$ cat config.mk
export PLATFORM = sky130hd
export DESIGN_NAME = bin_frame_scheduler_flat
export DESIGN_NICKNAME = d
export VERILOG_FILES = /design/src/rtl/bin_frame_scheduler_if.sv /design/src/rtl/bin_frame_scheduler.sv /design/src/flat_wrapper.sv
export SDC_FILE = /design/constraint.sdc
export NUM_CORES = 1
export LEC_CHECK = 0
export BUFFER_PORTS_ARGS = -buffer_cell sky130_fd_sc_hd__buf_2
export CAP_MARGIN = 20
export CELL_PAD_IN_SITES_DETAIL_PLACEMENT = 0
export CELL_PAD_IN_SITES_GLOBAL_PLACEMENT = 1
export CORE_MARGIN = 2
export CORE_UTILIZATION = 50
export CTS_BUF_LIST = sky130_fd_sc_hd__clkbuf_4 sky130_fd_sc_hd__clkbuf_8 sky130_fd_sc_hd__clkbuf_16
export DETAILED_ROUTE_END_ITERATION = 10
export MAX_ROUTING_LAYER = met4
export PLACE_DENSITY_LB_ADDON = 0.1
export SYNTH_ARGS = -nofsm -noshare
export SYNTH_HDL_FRONTEND = slang
export SYNTH_SLANG_ARGS = --single-unit
$ cat constraint.sdc
create_clock -name clk_25MHz -period 15.9 [get_ports clk_25MHz]
set_clock_uncertainty 0.1 [all_clocks]
set_input_delay 1.59 -clock clk_25MHz [delete_from_list [all_inputs] [get_ports clk_25MHz]]
set_output_delay 1.59 -clock clk_25MHz [all_outputs]
set_load 0.005 [all_outputs]
$ cat src/rtl/bin_frame_scheduler_if.sv
// Amplitude stream into the bin frame scheduler: one bin per beat, bin 0 first,
// in_last marking the final bin of a set.
interface bin_frame_scheduler_if #(
    parameter int AMP_W = 12
);
    logic             in_valid;
    logic             in_ready;
    logic [AMP_W-1:0] in_bin;
    logic             in_last;

    modport master (output in_valid, in_bin, in_last, input in_ready);
    modport slave  (input in_valid, in_bin, in_last, output in_ready);
endinterface

$ cat src/rtl/bin_frame_scheduler.sv
// Collects a set of bin amplitudes into a shadow buffer and commits it to the
// display array during vertical blank, with per-frame peak-hold decay.
module bin_frame_scheduler #(
    parameter int NUM_BINS    = 16,
    parameter int AMP_W       = 12,
    parameter int DECAY       = 16,
    parameter int VBLANK_LINE = 480
) (
    input  logic                    clk_25MHz,
    input  logic                    rst,
    bin_frame_scheduler_if.slave    in_if,
    input  logic [9:0]              hc_out,
    input  logic [9:0]              vc_out,
    output logic [AMP_W-1:0]        disp_bins [NUM_BINS],
    output logic                    commit_done,
    output logic                    framing_err,
    output logic [7:0]              commit_count
);

    localparam int               IDX_W    = (NUM_BINS > 1) ? $clog2(NUM_BINS) : 1;
    localparam logic [IDX_W-1:0] LAST_IDX = IDX_W'(NUM_BINS - 1);
    localparam logic [AMP_W-1:0] DEC_AMP  = AMP_W'(DECAY);
    localparam logic [9:0]       VBL_LINE = 10'(VBLANK_LINE);

    typedef enum logic [1:0] {IDLE, FILL, PENDING, COMMIT} state_t;

    state_t           state, state_nxt;
    logic [IDX_W-1:0] idx, idx_nxt;
    logic [IDX_W-1:0] cidx;
    logic             vblank_start;
    logic             accept;
    logic             ferr_nxt;
    logic             done_nxt;
    logic [AMP_W-1:0] shadow [NUM_BINS];

    function automatic logic [AMP_W-1:0] decay_sat(input logic [AMP_W-1:0] a);
        if (a > DEC_AMP)
            return a - DEC_AMP;
        return '0;
    endfunction

    function automatic logic [AMP_W-1:0] amp_max(input logic [AMP_W-1:0] a,
                                                 input logic [AMP_W-1:0] b);
        return (a > b) ? a : b;
    endfunction

    assign in_if.in_ready = (state == IDLE) || (state == FILL);
    assign accept         = in_if.in_valid && in_if.in_ready;

    // Stage p0: registered start-of-vblank pulse
    always_ff @(posedge clk_25MHz) begin
        if (rst)
            vblank_start <= 1'b0;
        else
            vblank_start <= (hc_out == 10'd0) && (vc_out == VBL_LINE);
    end

    always_comb begin
        state_nxt = state;
        idx_nxt   = idx;
        ferr_nxt  = 1'b0;
        done_nxt  = 1'b0;
        case (state)
            IDLE, FILL: begin
                if (accept) begin
                    if (idx == LAST_IDX) begin
                        // A full set is kept even when in_last is missing
                        state_nxt = PENDING;
                        idx_nxt   = '0;
                        ferr_nxt  = !in_if.in_last;
                    end else if (in_if.in_last) begin
                        state_nxt = IDLE;
                        idx_nxt   = '0;
                        ferr_nxt  = 1'b1;
                    end else begin
                        state_nxt = FILL;
                        idx_nxt   = idx + 1'b1;
                    end
                end
            end
            PENDING: begin
                if (vblank_start)
                    state_nxt = COMMIT;
            end
            COMMIT: begin
                if (cidx == LAST_IDX) begin
                    state_nxt = IDLE;
                    done_nxt  = 1'b1;
                end
            end
            default: state_nxt = IDLE;
        endcase
    end

    always_ff @(posedge clk_25MHz) begin
        if (rst) begin
            state        <= IDLE;
            idx          <= '0;
            cidx         <= '0;
            commit_done  <= 1'b0;
            framing_err  <= 1'b0;
            commit_count <= 8'd0;
        end else begin
            state       <= state_nxt;
            idx         <= idx_nxt;
            cidx        <= ((state == COMMIT) && (cidx != LAST_IDX)) ? cidx + 1'b1 : '0;
            commit_done <= done_nxt;
            framing_err <= ferr_nxt;
            if (done_nxt)
                commit_count <= commit_count + 8'd1;
        end
    end

    // Shadow is only written while in_ready is high, so it is frozen once a set is pending
    always_ff @(posedge clk_25MHz) begin
        if (accept)
            shadow[idx] <= in_if.in_bin;
    end

    // Stage p1: one display bin per COMMIT cycle, peak-hold with saturating decay
    always_ff @(posedge clk_25MHz) begin
        if (rst) begin
            for (int i = 0; i < NUM_BINS; i++)
                disp_bins[i] <= '0;
        end else if (state == COMMIT) begin
            disp_bins[cidx] <= amp_max(shadow[cidx], decay_sat(disp_bins[cidx]));
        end
    end

endmodule

$ cat src/flat_wrapper.sv
// flat-port wrapper written by rule: the top's interface ports become plain ports
module bin_frame_scheduler_flat 
#(
    parameter int NUM_BINS    = 16,
    parameter int AMP_W       = 12,
    parameter int DECAY       = 16,
    parameter int VBLANK_LINE = 480
)
  (clk_25MHz, rst, hc_out, vc_out, disp_bins, commit_done, framing_err, commit_count, in_if_in_valid, in_if_in_bin, in_if_in_last, in_if_in_ready);
  bin_frame_scheduler_if #(.AMP_W(AMP_W)) in_if_i ();
  input  logic clk_25MHz;
  input  logic rst;
  input  logic [9:0] hc_out;
  input  logic [9:0] vc_out;
  output logic [AMP_W-1:0] disp_bins[NUM_BINS];
  output logic commit_done;
  output logic framing_err;
  output logic [7:0] commit_count;
  input wire logic [$bits(in_if_i.in_valid)-1:0] in_if_in_valid;
  input wire logic [$bits(in_if_i.in_bin)-1:0] in_if_in_bin;
  input wire logic [$bits(in_if_i.in_last)-1:0] in_if_in_last;
  output wire logic [$bits(in_if_i.in_ready)-1:0] in_if_in_ready;
  assign in_if_i.in_valid = in_if_in_valid;
  assign in_if_i.in_bin = in_if_in_bin;
  assign in_if_i.in_last = in_if_in_last;
  assign in_if_in_ready = in_if_i.in_ready;
  bin_frame_scheduler #(.NUM_BINS(NUM_BINS), .AMP_W(AMP_W), .DECAY(DECAY), .VBLANK_LINE(VBLANK_LINE)) u_core (.clk_25MHz(clk_25MHz), .rst(rst), .in_if(in_if_i), .hc_out(hc_out), .vc_out(vc_out), .disp_bins(disp_bins), .commit_done(commit_done), .framing_err(framing_err), .commit_count(commit_count));
endmodule
Yosys cells after proc, flatten, opt, wreduce, memory -nomap -nowiden
Memories as Yosys holds them, arrays and structs flattened. A register that Yosys moved wholly into a read port is not among the register bits.
Cells that the tools add are included.
Cells by class
  add/subtract/negate cells: 4
  multiply operators: 0
  divide/modulo/power cells: 0
  magnitude comparators: 4
  equality and inequality tests: 10
  shift-type cells: 0
  multiplexer cells: 29
  bitwise logic cells: 4
  reductions and logical operators: 13
Operators by type and width (count)
  $bwmux 192: 1
  $mux 12: 8
  $bmux 12 s4: 1
  $demux 12 s4: 1
  $gt 12x12->1: 1
  $gt 12x5->1 const B: 1
  $mux 4: 3
  $sub 12x5->12 const B: 1
  $eq 10x9->1 const B: 1
  $logic_not 10->1: 1
  $mux 1: 10
  $add 4x1->4 const B: 2
  $add 8x1->8 const B: 1
  $eq 4x4->1 const B: 2
  $mux 2: 4
  $ne 2x1->1 const B: 3
  $pmux 2 s3: 1
  $ge 5x5->1 const B: 1
  $lt 5x1->1 const B: 1
  $not 4->5: 1
  $eq 2x2->1 const B: 2
  $logic_and 1x1->1: 4
  $ne 4x4->1 const B: 1
  $reduce_or 2->1: 2
  8 further kinds: 10
Storage, ports and cells
  bits in registers: 213
  latch bits: 0
  memory bits (writable): 192
  ROM bits: 0
  input port bits: 36
  output and inout bits: 203
  word-level logic and storage cells: 88
  memories: 1
Memories
  u_core.shadow: words 16, bits a word 12, rd ports 1, clocked after memory_dff 1, wr ports 1, RTL line bin_frame_scheduler.sv:34  | logic [AMP_W-1:0] shadow [NUM_BINS];

Depth between registers and ports, before layout
Gate-level depths: netlist (run 1).
  depth after elaboration: 14
  gate-level depth with buffers: 26
  mapped depth without buffers: 18

Worst setup path before layout (run 1)
OpenSTA, ideal clock, no wires.
  path type: flip-flop to flip-flop
  start point: register u_core.cidx[0]
  end point: register u_core.disp_bins[0] (netlist name)
  library setup time: 0.086 ns
  data arrival time: 4.981 ns
  required time: 15.714 ns
  path slack: 10.734 ns
  cell stages (with the launch flop): 26
  buffers on the path: 8
  period minus slack after synthesis: 5.166 ns
  path through: dfxtp_1 -> buf_6 -> buf_12 -> buf_8 -> buf_6 -> buf_4 -> mux4_2 -> a22oi_1 -> nand2_1 -> inv_1 -> ha_1 -> a21oi_1 -> or3_1 -> buf_6 -> buf_6 -> nand2b_1 -> ha_1 -> a21o_1 -> a21oi_1 -> nor2_1 -> a211oi_1 -> o221ai_1 -> nand2_1 -> mux2_2 -> buf_2 -> a211oi_1
On the way
  word-level cells in the longest chain between the ends: 14
  elaborated cells between the ends (all ways): 21
  classes of those cells: 1 x add/sub; 4 x order compare; 14 x mux; 1 x bitwise; 1 x reduce/logical
Ends and longest elaborated chain
  from (decl): RTL line bin_frame_scheduler.sv:29  | logic [IDX_W-1:0] cidx;
  from (signal assigned): RTL line bin_frame_scheduler.sv:106  | cidx <= ((state == COMMIT) && (cidx != LAST_IDX)) ? cidx + 1'b1 : '0;
  $not 4->5 (not written as such) (*): RTL line bin_frame_scheduler.sv:126  | disp_bins[cidx] <= amp_max(shadow[cidx], decay_sat(disp_bins[cidx]));
  $bmux 12 s4: RTL line bin_frame_scheduler.sv:126
  $mux 12 (not written as such) (2 in a row): RTL line bin_frame_scheduler.sv:126
  $gt 12x5->1: RTL line bin_frame_scheduler.sv:37  | if (a > DEC_AMP)
  $mux 1: RTL line bin_frame_scheduler.sv:37
  $mux 1: RTL line bin_frame_scheduler.sv:125  | end else if (state == COMMIT) begin
  $mux 1: RTL line bin_frame_scheduler.sv:122  | if (rst) begin
  $mux 12: RTL line bin_frame_scheduler.sv:39  | return '0;
  $mux 12: RTL line bin_frame_scheduler.sv:125
  $mux 12: RTL line bin_frame_scheduler.sv:122
  $gt 12x12->1: RTL line bin_frame_scheduler.sv:44  | return (a > b) ? a : b;
  $mux 12: RTL line bin_frame_scheduler.sv:44
  $bwmux 192 (*): RTL line bin_frame_scheduler.sv:126
  to (signal, indexed assignment): RTL line bin_frame_scheduler.sv:126
  to (decl): RTL line bin_frame_scheduler.sv:14  | output logic [AMP_W-1:0] disp_bins [NUM_BINS],
Mark *: on every way between the ends. The rest lies on a longest branch, timed or not. The select of a mux whose other input is x is not followed.
A chain may end at the register's enable or synchronous reset.

Final worst setup path (run 1)
  start point: register u_core.cidx[0]
  end point: register u_core.disp_bins[43] (netlist name)
The elaborated chain is that of the path after synthesis.

==> impl_metrics.json, run 1 <==
{
  "grt_overflow": 0,
  "first_pass_iters": 6,
  "grt_max_degree": 115,
  "final_util_pct": 59.3,
  "grt_pass1_wl_um": 67200,
  "cts_tree": "done",
  "dp_cells": 1867,
  "ir_drop_uv": 87.2,
  "syn_to_final_growth_pct": 16.9,
  "critPathMaxStageDelay_ns": 0.82,
  "multi_input_comb_area_um2": 6420,
  "place_ws_ns": 9.01,
  "slowest_stage": "a31oi_2",
  "holdBufCountCts": 0,
  "final_net_count": 1528,
  "worst_pin_slew_ns": 1.11,
  "drc_errors": 0,
  "die_h_um": 188,
  "critical_path.max_fanout": 41,
  "drt_iter0_markers": 899,
  "slew_headroom_pct": 25.6,
  "p_leak_uw": 0.00704,
  "netlist_instances": 1263,
  "clkSinkCount": 405,
  "diodes": 0,
  "synth.area.mux_share_pct": 14.9,
  "ctsResizeCount": 0,
  "globalRouteTotalUtil_pct": 25.5,
  "ant_nets": 0,
  "ys_ff_latch": 405,
  "drv_slew": 0,
  "tns_ns": 0,
  "layout.cells.non_filler": 1944,
  "synth_simple_gate_area_share_pct": 8.49,
  "rows": 67,
  "finalCritPeriodShare_pct": 42.9,
  "htree_levels": 2,
  "clk-insertion-delay-late_ns": 0.53,
  "comb_power_share_pct": 3.1,
  "hold_viol_final": 0,
  "crit_arrival_ns": 7.07,
  "p_clk_share_pct": 45.0,
  "gp_congestion": 0.870,
  "synth_top_area_cell": "edfxtp_1",
  "vias_per_cell": 5.85,
  "seqCellArea_um2": 10000,
  "synth-compound-area-share_pct": 11.7,
  "power.internal_uw": 1670,
  "antenna_found_initial": 0,
  "switching_share_pct": 20.6,
  "clock_path_buffers": 3,
  "fin_ws_ns": 9.08,
  "grt_pass1_vias": 10600,
  "period_needed_ns": 6.82,
  "synth_cell_types": 49,
  "synth_area_leaders": "edfxtp_1, dfxtp_1, mux4_2",
  "drv_cap": 0,
  "hold_path_class": "reg2reg",
  "root_buffer": "clkbuf_16",
  "final_common_cell": "buf_2",
  "crit_family": "compound AO/OA/AOI/OAI gates",
  "max_freq_mhz": 147,
  "worst_setup_path_start_kind": "flip-flop",
  "die_w_um": 188,
  "path_clk_slew_ns": 0.06,
  "wl_per_cell_um": 22.7,
  "timing.final.setup_violations": 0,
  "cp_num_buf_inv": 2,
  "die_area_um2": 35400,
  "port_buffers": 238,
  "crit_required_ns": 16.15,
  "post-dp-hpwl_um": 29700,
  "layout_common_cells": "buf_2, nor2_1, dfxtp_1, edfxtp_1, a211oi_1",
  "syn_area_um2": 17000,
  "n_fill_cell": 2696,
  "cts_setup_buffers": 0,
  "synth_xor_area_share_pct": 0.722,
  "seq_area_frac_synth_pct": 59.1,
  "avgSynthCellArea_um2": 13.4,
  "worstPathCellList": "buf_4 -> mux4_1 -> a22oi_1 -> nand2_1 -> or4_1 -> or3_1 -> nand2b_1 -> ha_1 -> a21o_1 -> a21oi_1 -> nor2_1 -> a211oi_1 -> o221ai_1 -> buf_4 -> and3_1 -> a31oi_2 -> a211oi_1",
  "cts_buffers": 43,
  "synth_top_area_share_pct": 34.0,
  "start_util_pct": 50.8,
  "switchingPower_uw": 434,
  "p_seq_share_pct": 52.0,
  "coreArea_um2": 33400,
  "yosys_warnings": 0,
  "rsz0062_at_grt": "false",
  "setup.worst_path.end_class": "flip-flop",
  "drive_above_1_share_pct": 31.7,
  "synth_top_family_by_area": "multiplexers",
  "outcome": "complete, no violations",
  "vias": 11400,
  "drt_wl_total_um": 44200,
  "yosys.area_share.adder_pct": 1.77,
  "critical_path_class": "reg2reg",
  "synth_nets": 1323,
  "power.density_nw_per_um2": 106,
  "num_io_pins": 239
}
worst paths after layout:
path | start | end | slack, ns | cells after the start
max | u_core.cidx[0]$_SDFF_PP0_ | u_core.disp_bins[43]$_SDFFE_PP0P_ | 9.08 | 17
min | u_core.disp_bins[171]$_SDFFE_PP0P_ | u_core.disp_bins[171]$_SDFFE_PP0P_ | 0.41 | 2
max reg2reg | u_core.cidx[0]$_SDFF_PP0_ | u_core.disp_bins[43]$_SDFFE_PP0P_ | 9.08 | 17
min reg2reg | u_core.disp_bins[171]$_SDFFE_PP0P_ | u_core.disp_bins[171]$_SDFFE_PP0P_ | 0.41 | 2
power by group through the flow:
stage / combinational [uW] / sequential [uW] / clock, uW
after floorplan: 37.8 / 1120 / 0
after global placement: 61.9 / 1120 / 0
after detailed placement: 62.7 / 1120 / 0
after CTS: 62.8 / 1100 / 966
after global routing: 69.9 / 1100 / 1010
final: 64.5 / 1100 / 948
synth_stat cells (all sizes together):
library cell / number
a22oi: 20
nor3b: 1
nor4b: 1
nor2: 227
ha: 24
and2: 14
nand3: 9
nor3: 12
nor4: 5
mux4: 109
buf: 34
and4: 4
o31ai: 3
a21o: 2
a211o: 1
a311oi: 1
a32oi: 2
edfxtp: 192
nor2b: 4
xor2: 8
or3: 1
and3: 10
a21oi: 15
xnor2: 6
a211oi: 193
or4: 1
dfxtp: 213
nand2: 30
mux2: 2
inv: 13
nand2b: 6
or2: 3
mux2i: 3
o21ai: 5
nand4: 5
or4b: 1
clkbuf: 72
o221ai: 1
a31oi: 10
final cells by class:
type | instances | share of cell area [%]
Inverter | 13 | 0.246
Clock buffer | 63 | 6.54
Sequential cell | 405 | 50.6
Timing Repair Buffer | 266 | 7.21
Multi-Input combinational cell | 739 | 32.3
Tap cell | 448 | 2.83
Clock inverter | 10 | 0.246
through the flow:
stage	hold slack [ns]	instance area, um2	total power, uW
after floorplan	0.390	17000	1160
after global placement	0.388	18400	1180
after detailed placement	0.403	18400	1180
after CTS	0.411	19800	2120
after global routing	0.430	19800	2170
final	0.408	19800	2110
layer usage:
metal	track usage (%)	vias to the layer above	wire, um
met2	38.2	379	20400
met4	7.72	0	1420
met5	-	-	0
met1	36.4	5619	19700
met3	3.71	85	2650
li1	-	5282	-
state kept, by name, indices dropped and copies added (netlist names):
signal	cells
u_core.state	2
u_core.shadow	192
u_core.framing_err	1
u_core.commit_count	8
u_core.idx	4
u_core.commit_done	1
u_core.disp_bins	192
u_core.vblank_start	1
u_core.cidx	4
kinds of logic (layout without fill, tap and decap cells):
| family | Yosys count | after routing |
|---|---|---|
| DFF | 405 | 405 |
| and+or+nand+nor | 334 | 334 |
| AOI/OAI and AO/OA | 253 | 253 |
| buffers and inverters | 119 | 352 |
| muxes | 114 | 114 |
| adders and majority gates | 24 | 24 |
| xor gates and xnor gates | 14 | 14 |
worst min-delay path, stage by stage (launching register included):
cell and delay (ns):
dfxtp_1 0.31, nor2_1 0.10, a211oi_1 0.05
Power figures use the tool's default switching activity.
==> run 2, diff against run 1 <==
--- a/config.mk
+++ b/config.mk
@@ -10,7 +10,7 @@
 export CELL_PAD_IN_SITES_DETAIL_PLACEMENT = 0
 export CELL_PAD_IN_SITES_GLOBAL_PLACEMENT = 1
 export CORE_MARGIN = 2
-export CORE_UTILIZATION = 50
+export CORE_UTILIZATION = 42
 export CTS_BUF_LIST = sky130_fd_sc_hd__clkbuf_4 sky130_fd_sc_hd__clkbuf_8 sky130_fd_sc_hd__clkbuf_16
 export DETAILED_ROUTE_END_ITERATION = 10
 export MAX_ROUTING_LAYER = met4
==> constraint.sdc (replaced) <==
create_clock -name clk_25MHz -period 6.1 [get_ports clk_25MHz]
set_clock_uncertainty 0.1 [all_clocks]
set_input_delay 0.61 -clock clk_25MHz [delete_from_list [all_inputs] [get_ports clk_25MHz]]
set_output_delay 0.61 -clock clk_25MHz [all_outputs]
set_load 0.005 [all_outputs]
==> run 2 against run 1 <==
  * Sequential cell count stayed put
  * Power rose to 2.7 times the previous value
  * Core utilization fell by 8.6 points
  * Global-route usage is 2.1 points lower
  * Sequential power rose to 2.6 times the previous value
  * Combinational power increased to 2.7 times the previous value
  * First-iteration DRC count down 4.3%
  * Count of clock-buffer cells in the layout is the same
  * Register-to-register slack lost 8.6 ns
  * Final cell count up 4.9%
  * Sequential share of layout area fell by 0.93 points
  * Worst setup slack lost 8.6 ns
  * Critical endpoint is now u_core.disp_bins[168]$_SDFFE_PP0P_
  * Largest power group unchanged
==> impl_metrics.json, run 2 (same netlist as run 1, synthesis figures left out) <==
{
  "outcome": "complete, no violations",
  "first_pass_iters": 5,
  "vias_per_cell": 5.53,
  "wl_per_cell_um": 23.5,
  "worstPathCellList": "buf_12 -> mux4_1 -> a22oi_1 -> nand2_1 -> or4_1 -> or3_1 -> buf_4 -> nand2_1 -> ha_1 -> a21oi_1 -> nor2_1 -> a211oi_1 -> o221ai_1 -> buf_4 -> nand2_1 -> mux2_2 -> a211oi_1",
  "clk-insertion-delay-late_ns": 0.58,
  "slew_headroom_pct": 25.8,
  "drv_slew": 0,
  "p_leak_uw": 0.00718,
  "globalRouteTotalUtil_pct": 23.4,
  "start_util_pct": 42.6,
  "critical_path_class": "reg2reg",
  "rr_startpoint": "u_core.cidx[0]$_SDFF_PP0_",
  "clock_path_buffers": 3,
  "grt_max_degree": 134,
  "cts_tree": "done",
  "hold_slack_ns": 0.0959,
  "top_layer": "met4",
  "drc_errors": 0,
  "slowest_stage": "or4_1",
  "worst_pin_slew_ns": 1.11,
  "hold_viol_final": 0,
  "worst_setup_path_start_kind": "flip-flop",
  "root_buffer": "clkbuf_16",
  "hold_path_class": "in2reg",
  "clkSinkCount": 405,
  "finalCritPeriodShare_pct": 91.6,
  "rsz0062_at_grt": "false",
  "ir_drop_uv": 236,
  "antenna_found_initial": 1,
  "die_w_um": 205,
  "power.density_nw_per_um2": 284,
  "startpoint": "u_core.cidx[0]$_SDFF_PP0_",
  "layout_common_cells": "buf_2, nor2_1, dfxtp_1, edfxtp_1, a211oi_1",
  "final_net_count": 1542,
  "num_io_pins": 239,
  "setup.worst_path.end_class": "flip-flop",
  "grt_pass1_wl_um": 70800,
  "cts_setup_buffers": 0,
  "path_clk_slew_ns": 0.06,
  "worstHoldStart": "vc_out[9]",
  "crit_path_frequent_cell": "nand2_1",
  "tns_ns": 0,
  "timing.final.setup_violations": 0,
  "crit_arrival_ns": 5.97,
  "port_buffers": 238,
  "cts_buffers": 44,
  "die_area_um2": 42000,
  "gp_congestion": 0.822,
  "ctsResizeCount": 0,
  "drt_iter0_markers": 860,
  "drt_wl_total_um": 47900,
  "drv_cap": 0,
  "max_freq_mhz": 179,
  "holdBufCountCts": 0,
  "htree_levels": 2,
  "drive_above_1_share_pct": 32.7,
  "wl_met2_um": 22700,
  "final_common_cell": "buf_2",
  "syn_to_final_growth_pct": 19.1,
  "coreArea_um2": 39800,
  "vias": 11300,
  "critical_path.max_fanout": 17,
  "grt_overflow": 0,
  "route.met3.wl_um": 2500,
  "post-dp-hpwl_um": 31700,
  "period_needed_ns": 5.58,
  "grt_pass1_vias": 10700,
  "drt-met1-wl_um": 21100,
  "die_h_um": 205,
  "rows": 73,
  "critPathMaxStageDelay_ns": 0.64,
  "reg_top3": "u_core.disp_bins: 192 flops, u_core.shadow: 192 flops, u_core.commit_count: 8 flops",
  "crit_required_ns": 6.48,
  "ant_nets": 0
}
## run 2: per-stage QoR
step | total power (uW) | cells | util [%] | area, um2 | setup WS [ns]
6_report | 5740 | 2039 | 50.8 | 20200 | 0.515
5_1_grt | 5910 | 2039 | 50.8 | 20200 | 0.132
4_1_cts | 5810 | 2035 | 50.6 | 20200 | 0.499
3_5_place_dp | 3090 | 1958 | 46.9 | 18700 | 0.530
3_3_place_gp | 3090 | 1958 | 46.9 | 18700 | 0.613
2_1_floorplan | 3010 | 1263 | - | 17000 | 0.934
## run 2: worst paths after layout
check                                                           to  slack, ns  cells past startpoint
worst max-delay path            u_core.disp_bins[168]$_SDFFE_PP0P_       0.52                     17
worst min-delay path                u_core.vblank_start$_SDFF_PP0_        0.1                      2
worst max register to register  u_core.disp_bins[168]$_SDFFE_PP0P_       0.52                     17
worst min register to register   u_core.disp_bins[27]$_SDFFE_PP0P_       0.41                      2
## run 2: area by class of cell
class	count	area (um2)
Antenna cell	1	2.50
Clock buffer	63	1320
Clock inverter	14	155
Fill cell	3522	19600
Inverter	13	48.8
Multi-Input combinational cell	739	6420
Sequential cell	405	10000
Tap cell	525	657
Timing Repair Buffer	279	1570
## run 2: critical path, delay by kind of cell, from the launching register on
family / cells / cell delay, ns
AOI/OAI and AO/OA: 5 / 1.03
and+or+nand+nor: 6 / 1.78
DFF: 1 / 0.52
adders and majority gates: 1 / 0.24
buffers and inverters: 3 / 0.66
muxes: 2 / 1.11
## run 2: layer usage
layer  vias to the layer above  GRT usage (%)
met5                         -              -
li1                       5314              -
met1                      5574           32.0
met4                         0           8.74
met2                       296           35.8
met3                        83           3.39
## run 2: report_power, final
| part | switching (uW) | total (uW) | internal [uW] | leakage [uW] |
|---|---|---|---|---|
| logic | 126 | 175 | 49.4 | 0.00299 |
| registers | 3.49 | 2860 | 2850 | 0.00345 |
| clock network | 1070 | 2700 | 1630 | 0.000743 |
| total | 1200 | 5740 | 4530 | 0.00718 |
==> run 3, diff against run 2 <==
--- a/config.mk
+++ b/config.mk
@@ -5,16 +5,16 @@
 export SDC_FILE = /design/constraint.sdc
 export NUM_CORES = 1
 export LEC_CHECK = 0
-export BUFFER_PORTS_ARGS = -buffer_cell sky130_fd_sc_hd__buf_2
 export CAP_MARGIN = 20
 export CELL_PAD_IN_SITES_DETAIL_PLACEMENT = 0
 export CELL_PAD_IN_SITES_GLOBAL_PLACEMENT = 1
 export CORE_MARGIN = 2
-export CORE_UTILIZATION = 42
+export CORE_UTILIZATION = 47
 export CTS_BUF_LIST = sky130_fd_sc_hd__clkbuf_4 sky130_fd_sc_hd__clkbuf_8 sky130_fd_sc_hd__clkbuf_16
 export DETAILED_ROUTE_END_ITERATION = 10
+export DONT_BUFFER_PORTS = 1
 export MAX_ROUTING_LAYER = met4
-export PLACE_DENSITY_LB_ADDON = 0.1
+export PLACE_DENSITY = 0.78
 export SYNTH_ARGS = -nofsm -noshare
 export SYNTH_HDL_FRONTEND = slang
 export SYNTH_SLANG_ARGS = --single-unit
==> run 3 against run 2 <==
  * Sequential cell count did not move
  * Sequential share of layout area increased by 3.3 points
  * Critical path depth is the same
  * Sequential power hardly changed
  * Clock power about the same
  * Worst setup slack worse by 0.099 ns
  * Core utilization rose by 2.5 points
  * Count of clock-buffer cells in the layout is 3 lower
  * Cell area down 6.2%
  * Global-route usage rose by 0.62 points
  * Hold slack lost 0.057 ns
==> impl_metrics.json, run 3 (same netlist as run 1, synthesis figures left out) <==
{
  "worstPathCellList": "buf_4 -> mux4_1 -> a22oi_1 -> nand2_1 -> or4_1 -> or3_1 -> buf_4 -> nand2_1 -> ha_1 -> a21oi_1 -> nor2_1 -> a211oi_1 -> o221ai_1 -> buf_4 -> a32oi_4 -> buf_4 -> a211oi_2",
  "place_ws_ns": 0.446,
  "vias": 10500,
  "grt_pass1_vias": 10200,
  "seqCellArea_um2": 10000,
  "wl_per_cell_um": 25.7,
  "final_net_count": 1305,
  "grt_pass1_wl_um": 67400,
  "grt_max_degree": 212,
  "antenna_found_initial": 0,
  "diodes": 0,
  "finalCritPeriodShare_pct": 93.2,
  "path_clk_slew_ns": 0.06,
  "coreArea_um2": 35600,
  "multi_input_comb_area_um2": 6420,
  "cts_setup_buffers": 0,
  "cts_tree": "done",
  "rows": 69,
  "cts_buffers": 43,
  "drc_errors": 0,
  "drive_above_1_share_pct": 20.2,
  "worst_setup_path_start_kind": "flip-flop",
  "final_common_cell": "nor2_1",
  "worst_pin_slew_ns": 1.10,
  "die_area_um2": 37700,
  "layout_common_cells": "nor2_1, dfxtp_1, edfxtp_1, a211oi_1, mux4_2",
  "timing.final.setup_violations": 0,
  "root_buffer": "clkbuf_16",
  "start_util_pct": 47.7,
  "drv_slew": 0,
  "drv_cap": 0,
  "globalRouteTotalUtil_pct": 24.1,
  "hold_viol_final": 0,
  "fin_ws_ns": 0.417,
  "crit_arrival_ns": 6.01,
  "n_fill_cell": 2925,
  "hold_path_class": "in2reg",
  "final_cell_area_um2": 19000,
  "die_h_um": 194,
  "post-dp-hpwl_um": 29800,
  "p_leak_uw": 0.00592,
  "slowest_stage": "or4_1",
  "first_pass_iters": 5,
  "clk-insertion-delay-late_ns": 0.55,
  "ant_nets": 0,
  "syn_to_final_growth_pct": 11.6,
  "p_total_uw": 5710,
  "port_buffers": 0,
  "max_freq_mhz": 176,
  "slew_headroom_pct": 26.7,
  "grt_overflow": 0,
  "vias_per_cell": 6.04,
  "critical_path_class": "reg2reg",
  "num_io_pins": 239,
  "dpl-instance-area_um2": 17400,
  "rsz0062_at_grt": "false",
  "crit_path_frequent_cell": "buf_4",
  "critical_path.max_fanout": 16,
  "drt_wl_total_um": 44600,
  "ir_drop_uv": 342,
  "tns_ns": 0,
  "hold_slack_ns": 0.0393,
  "die_w_um": 194,
  "critPathMaxStageDelay_ns": 0.67,
  "crit_required_ns": 6.42,
  "clkSinkCount": 405,
  "htree_levels": 2,
  "gp_congestion": 0.871,
  "period_needed_ns": 5.68,
  "clock_path_buffers": 3,
  "setup.worst_path.end_class": "flip-flop",
  "reg_top3": "u_core.disp_bins: 192 flops, u_core.shadow: 192 flops, u_core.commit_count: 8 flops",
  "power.density_nw_per_um2": 301,
  "outcome": "complete, no violations",
  "drt_iter0_markers": 967
}
==> run 3: what timing repair did <==
action,CTS,global route
hold buffers,0,1
endpoints found under the setup margin,0,1
endpoints found under the hold margin,0,3
gates resized for setup,0,1
==> run 3: final cells by class <==
type / count / share of cell area [%]
Tap cell: 461 / 3.04
Clock buffer: 60 / 6.68
Sequential cell: 405 / 53.0
Inverter: 13 / 0.257
Clock inverter: 18 / 1.23
Multi-Input combinational cell: 739 / 33.9
Timing Repair Buffer: 43 / 1.95
==> run 3: stage by stage <==
step                      utilization, %  cells
after CTS                           53.2   1737
after floorplan                        -   1263
final                               53.3   1739
after global placement              49.0   1659
after detailed placement            49.0   1659
after global routing                53.3   1739
==> run 3: worst paths after layout <==
kind                                startpoint  depth (start not counted)  slack [ns]                                 to
min                                  vc_out[9]                          1        0.04     u_core.vblank_start$_SDFF_PP0_
max reg2reg          u_core.cidx[0]$_SDFF_PP0_                         17        0.42  u_core.disp_bins[41]$_SDFFE_PP0P_
max                  u_core.cidx[0]$_SDFF_PP0_                         17        0.42  u_core.disp_bins[41]$_SDFFE_PP0P_
min reg2reg  u_core.disp_bins[86]$_SDFFE_PP0P_                          2        0.42  u_core.disp_bins[86]$_SDFFE_PP0P_
==> run 3: critical path, delay by kind of cell (launching register included) <==
family	cells	cell delay [ns]
muxes	1	0.61
adders and majority gates	1	0.24
and+or+nand+nor	5	1.42
buffers and inverters	4	1.13
AOI/OAI and AO/OA	6	1.48
DFF	1	0.54
==> run 3: report_power, final <==
group | internal [uW] | total, uW | switching (uW)
Combinational | 45.4 | 128 | 82.2
Clock | 1660 | 2720 | 1060
Sequential | 2850 | 2860 | 4.35
Total | 4560 | 5710 | 1140
==> run 3: routing by layer <==
metal  global-route usage (%)  routed length [um]
met1                     31.1               18100
met2                     38.1               21500
met3                     5.97                3790
met4                     6.57                1190
met5                        -                   0
